--- config.mk ---
export PLATFORM = sky130hd
export DESIGN_NAME = grf_wb
export DESIGN_NICKNAME = d
export VERILOG_FILES = /design/src/rtl/grf_wb.sv
export SDC_FILE = /design/constraint.sdc
export NUM_CORES = 2
export LEC_CHECK = 0
export BUFFER_PORTS_ARGS = -buffer_cell sky130_fd_sc_hd__buf_4
export CORE_MARGIN = 2
export CORE_UTILIZATION = 60
export DETAILED_ROUTE_END_ITERATION = 10
export PLACE_DENSITY = 0.78
export SKIP_CTS_REPAIR_TIMING = 1
export SYNTH_ARGS = -nofsm -noshare
export SYNTH_HDL_FRONTEND = slang
export SYNTH_SLANG_ARGS = --single-unit
export TNS_END_PERCENT = 5
--- constraint.sdc ---
create_clock -name clk -period 46.1 [get_ports clk]
set_input_delay 9.22 -clock clk [delete_from_list [all_inputs] [get_ports clk]]
set_output_delay 9.22 -clock clk [all_outputs]
set_load 0.03 [all_outputs]
--- src/rtl/grf_wb.sv ---
// 32 x DATA_W register file: two combinational read ports with optional write-first bypass, one write port.
// Writes land on the rising edge; the trace outputs lag by one cycle. There is no backpressure and WE is taken every cycle.
module grf_wb #(
    parameter int DATA_W = 32,
    parameter bit BYPASS = 1'b1
) (
    input  logic              clk,
    input  logic              reset,
    input  logic              WE,
    input  logic [4:0]        A1,
    input  logic [4:0]        A2,
    input  logic [4:0]        A3,
    input  logic [DATA_W-1:0] WD,
    input  logic [31:0]       PC,
    output logic [DATA_W-1:0] RD1,
    output logic [DATA_W-1:0] RD2,
    output logic              wb_valid,
    output logic [31:0]       wb_pc,
    output logic [4:0]        wb_addr,
    output logic [DATA_W-1:0] wb_data,
    output logic [31:0]       wb_count
);

    // $0 is hard-wired to zero, so only $1..$31 have storage.
    logic [DATA_W-1:0] regs_q [1:31];

    logic              wb_valid_q;
    logic [31:0]       wb_pc_q;
    logic [4:0]        wb_addr_q;
    logic [DATA_W-1:0] wb_data_q;
    logic [31:0]       wb_count_q;
    logic [31:0]       wb_count_d;

    logic reg_wr;
    assign reg_wr = WE && (A3 != 5'd0);

    always_ff @(posedge clk or posedge reset) begin
        if (reset) begin
            for (int i = 1; i < 32; i++) begin
                regs_q[i] <= '0;
            end
        end else if (reg_wr) begin
            regs_q[A3] <= WD;
        end
    end

    always_comb begin
        RD1 = '0;
        if (A1 != 5'd0) begin
            if (BYPASS && WE && (A3 == A1)) begin
                RD1 = WD;
            end else begin
                RD1 = regs_q[A1];
            end
        end
    end

    always_comb begin
        RD2 = '0;
        if (A2 != 5'd0) begin
            if (BYPASS && WE && (A3 == A2)) begin
                RD2 = WD;
            end else begin
                RD2 = regs_q[A2];
            end
        end
    end

    // Count every write request, including discarded $0 writes; wraps silently.
    assign wb_count_d = WE ? (wb_count_q + 32'd1) : wb_count_q;

    always_ff @(posedge clk or posedge reset) begin
        if (reset) begin
            wb_valid_q <= 1'b0;
            wb_pc_q    <= '0;
            wb_addr_q  <= '0;
            wb_data_q  <= '0;
            wb_count_q <= '0;
        end else begin
            wb_valid_q <= WE;
            wb_count_q <= wb_count_d;
            if (WE) begin
                wb_pc_q   <= PC;
                wb_addr_q <= A3;
                wb_data_q <= WD;
            end
        end
    end

    assign wb_valid = wb_valid_q;
    assign wb_pc    = wb_pc_q;
    assign wb_addr  = wb_addr_q;
    assign wb_data  = wb_data_q;
    assign wb_count = wb_count_q;

endmodule

== Yosys cells after proc, flatten, opt, wreduce, memory -nomap -nowiden ==
Cells that the tools add are included.
W data, S select, Z words.
Cells by class
  add/sub/neg operators: 1
  magnitude comparators: 4
  equal/unequal tests: 2
  multiplexer cells: 13
  bitwise operators: 3
  reduce and logical (&&, ||, !) cells: 7
Operators with widths (count)
  $bwmux W992: 1
  $bmux W32 S5: 2
  $mux W32: 9
  $demux W32 S5: 1
  $add A32 B1 Y32 const B: 1
  $ge A6 B6 Y1 const B: 3
  $not A5 Y6: 3
  $reduce_bool A5 Y1: 3
  $eq A5 B5 Y1: 2
  $lt A6 B1 Y1 const B: 1
  $logic_and A1 B1 Y1: 4
Storage, ports and cells
  register bits: 1094
  input bits: 82
  output and inout bits: 166
  logic and storage cells: 66

== Depth between registers and ports, before layout ==
  word-level depth: 6
  depth in mapped cells: 10
  mapped depth without buffers: 5

== Least setup slack after synthesis ==
Ideal clock, no wire load.
  kind: input to output
  start: input port A2[0]
  end: output port RD2[21]
  arrival time: 11038 ps
  required time: 36880 ps
  path slack: 25842 ps
  stages on the path: 9
  buffers on the path: 5
  cells stage by stage: clkbuf_1 > buf_4 > buf_4 > buf_4 > buf_4 > mux2i_1 > o221ai_1 > o221ai_1 > a31oi_1
On the way
  longest elaborated chain between the ends: 6
  elaborated cells on any way between the ends: 9
  those cells by class: eq/ne: 1; mux: 5; bitwise: 1; reduce/logical: 2
Ends and longest elaborated chain
  from (decl): line 11  | input logic [4:0] A2,
  $not A5 Y6 (implied by the code): line 64  | RD2 = regs_q[A2];
  $bmux W32 S5: line 64
  $mux W32 (implied by the code) (2 in a row): line 64
  $mux W32: line 61  | if (BYPASS && WE && (A3 == A2)) begin
  $mux W32 (*): line 60  | if (A2 != 5'd0) begin
  to (decl): line 16  | output logic [DATA_W-1:0] RD2,
Every way passes the cells marked *; elsewhere a longest branch is shown, timed or not. The select of a mux whose other input is x is not followed.

== Worst setup path in the final report ==
  start: input port A1[0]
  end: output port RD1[2]
On the way
  longest elaborated chain between the ends: 6
  elaborated cells on any way between the ends: 9
  those cells by class: eq/ne: 1; mux: 5; bitwise: 1; reduce/logical: 2
Ends and longest elaborated chain
  from (decl): line 10  | input logic [4:0] A1,
  $not A5 Y6 (implied by the code): line 53  | RD1 = regs_q[A1];
  $bmux W32 S5: line 53
  $mux W32 (implied by the code) (2 in a row): line 53
  $mux W32: line 50  | if (BYPASS && WE && (A3 == A1)) begin
  $mux W32 (*): line 49  | if (A1 != 5'd0) begin
  to (decl): line 15  | output logic [DATA_W-1:0] RD1,
Marks and branches as above.

==> metrics.cfg <==
[detailed_routing]
antenna_left=0
via_per_inst=7.31
routed_wl_um=194000
num_vias=41400
dr.pass1.iters=6
drt_first_iter_violations=5699
drc=0
drt-wirelength-per-cell_um=34.2

[worst_setup_path]
crit_family=buffers and inverters
critPathLaunchType=input port
crit_start=A1[0]
r2r_end=wb_count[24]
crit_buf_inv=5
cpPeakStageDelay_ns=0.76
crit_path_end_kind=output port
crit_type=input port to output port
worstPathRequired_ns=36.88
critPathSlowestCell=buf_4
critical_path.cell_chain=buf_8 -> buf_4 -> buf_12 -> xnor2_1 -> nand2_1 -> o21ai_4 -> buf_4 -> nor3_1 -> a32o_1 -> buf_4
r2r_setup_slack_ns=44.10
cp_max_fo=125
reg2regPathDepth=5
cp_common_cell=buf_4
critPathArrivalTime_ns=13.78
reg2reg_from=wb_count[14]

[sta]
slew_headroom_pct=15.8
finalCritPeriodShare_pct=49.9
fin_hold_ws_ns=0.478
fin_crit_ns=23.00
max_freq_mhz=43.5
finalSetupTns_ns=0
final_hold_viol_count=0
rsz0062_at_grt=no
worst_pin_slew_ns=1.26
slew_viol_final=0
fin_worst_skew_ns=0.00297
setup_ws_ns=23.10
setup_viol=0

[final_layout]
multi_input_area_um2=29300
layout-drive-gt1-share_pct=46.1
seq_area_um2=27400
nNetsFinal=4365
fillerInstances=6866
area_growth_pct=10.8

[grt]
grt_usage_pct=38.6
grt_pass1_vias=41100
grt_pass1_wl_um=281000
grt_max_degree=168
antenna_found_initial=17
grt_overflow_total=0

[clocking]
h-tree-depth=3
clk_path_buf_depth=3
cts-buffers-inserted=114
root_buffer=clkbuf_16
clock-sinks=1094
cts_tree=yes
clk_pin_slew_ns=0.06
clk_latency_ns=0.71

[die]
dieArea_um2=100000
fp.dieW_um=316
row_count=114
initial_utilization_pct=60.5
core_area_um2=96700
ioPinCount=248
die_y_um=316

[min_path]
hp-start=wb_count[31]
holdPathEnd=wb_count[31]
worstHoldPathCells=1
min_path_type=flip-flop to flip-flop

[synth]
synthCells=4266
synth_cell_types=57
avgSynthCellArea_um2=13.7
synth-seq-cells=1094
synth_area_um2=58500
synthesis.nets=4349
ys.warnings.count=0
synth_top_area_share_pct=46.8
yosysSeqAreaShare_pct=46.8
synth_edf_count=0
synth_top_cell_by_area=dfrtp_1
synth_top_cells_by_area=dfrtp_1 47%, mux2_2 23%, mux4_2 9.3%, mux2i_1 6.5%, clkbuf_1 1.6%
synth_most_common_cell=mux2_2
yosys-top-cells-count=1172 x mux2_2, 1094 x dfrtp_1, 382 x mux2i_1, 244 x clkbuf_1, 241 x mux4_2
async_reset_ff_share_pct=100
synth-main-ff-cell=dfrtp_1

[power]
power.total_mw=2.86
power.density_nw_per_um2=44.2
peakVddDrop_uv=36.8
p_leak_nw=28.9

[status]
status=finished, final reports clean

[placement]
dp_slack_ns=23.31
routabilityCongestion=0.891
io_buffer_count=247
place_hpwl_um=116000

[flow_run]
maxCapViolCount=0

-- cells in the final DEF, fill, tap and decap left out, drive strengths merged, types with 2 or more instances in the layout --
cell         n
a2111oi     14
xnor2       31
and2        27
nor3b        5
a211oi       4
xor2        10
a221oi      60
o22ai        8
mux4       265
nor2b       46
o211ai      20
a21o        14
nand2b       5
nand4       10
mux2      1172
a22o        22
diode        6
or2          4
o221ai      42
mux2i      382
o21ai       45
and4         2
nand2      111
a31oi       64
a32o        18
inv          8
nor3        38
buf        341
nand3       41
clkinv      34
a22oi      120
and3         6
clkbuf     158
bufinv      10
clkinvlp     5
dfrtp     1094
nor2        41
a21oi       72
nand3b       7
a221o       14
-- per-layer routing --
layer | vias to the layer above | track usage, % | share of wire (%)
met5 | - | 0 | 0.070
met4 | 20 | 20.8 | 6.0
met3 | 707 | 12.4 | 12
met2 | 2744 | 55.9 | 44
met1 | 21600 | 52.1 | 38
li1 | 16300 | - | -
-- area by class of cell --
class	instances	area share (%)
multi-input cells	2727	45.2
flip-flops and latches	1094	42.2
clock buffers	157	5.12
repair buffers	342	4.09
well taps	1276	2.46
clock inverters	54	0.892
inverters	3	0.0290
diodes	6	0.0232
-- worst max path at each step --
stage / endpoint / slack (ns) / cells after the start
after floorplan: regs_q[0] / 6.08 / 1
after CTS: RD1[2] / 23.34 / 10
after global placement: RD1[19] / 23.34 / 10
after global routing: RD1[19] / 23.04 / 10
after detailed placement: RD1[2] / 23.31 / 10
final: RD1[2] / 23.10 / 10
-- registers in the layout, indices dropped and copies added (netlist names) --
name      flops
wb_addr       5
wb_data      32
wb_count     32
regs_q      992
wb_pc        32
wb_valid      1
-- cell families after synthesis --
group | count (synthesis) | share of synthesized area (%)
fa+ha+maj | 1 | 0.0214
simple gates | 348 | 2.97
xor+xnor | 41 | 0.614
mux | 1819 | 39.5
buf+inv | 445 | 3.61
compound gates | 518 | 6.51
flops | 1094 | 46.8
-- worst register-to-register path, cell delays in order, from the launching register on --
cell and delay [ns]:
dfrtp_1 0.44, nand3_1 0.13, or4_1 0.60, nor3b_2 0.39, nand4_1 0.17, xnor2_1 0.15
-- through the flow --
step	std cells	cell area, µm²	utilization [%]
final	5659	64800	67.0
after global placement	5442	60900	63.0
after global routing	5655	64800	67.0
after floorplan	4266	58500	-
after CTS	5653	64800	67.0
after detailed placement	5442	60900	63.0
-- report_power, final --
part           internal (mW)  switching, mW  total (mW)
clock                  0.558          0.403       0.961
sequential              1.14          0.139        1.28
combinational          0.328          0.295       0.623
total                   2.03          0.837        2.86
(Power assumes the default switching activity.)
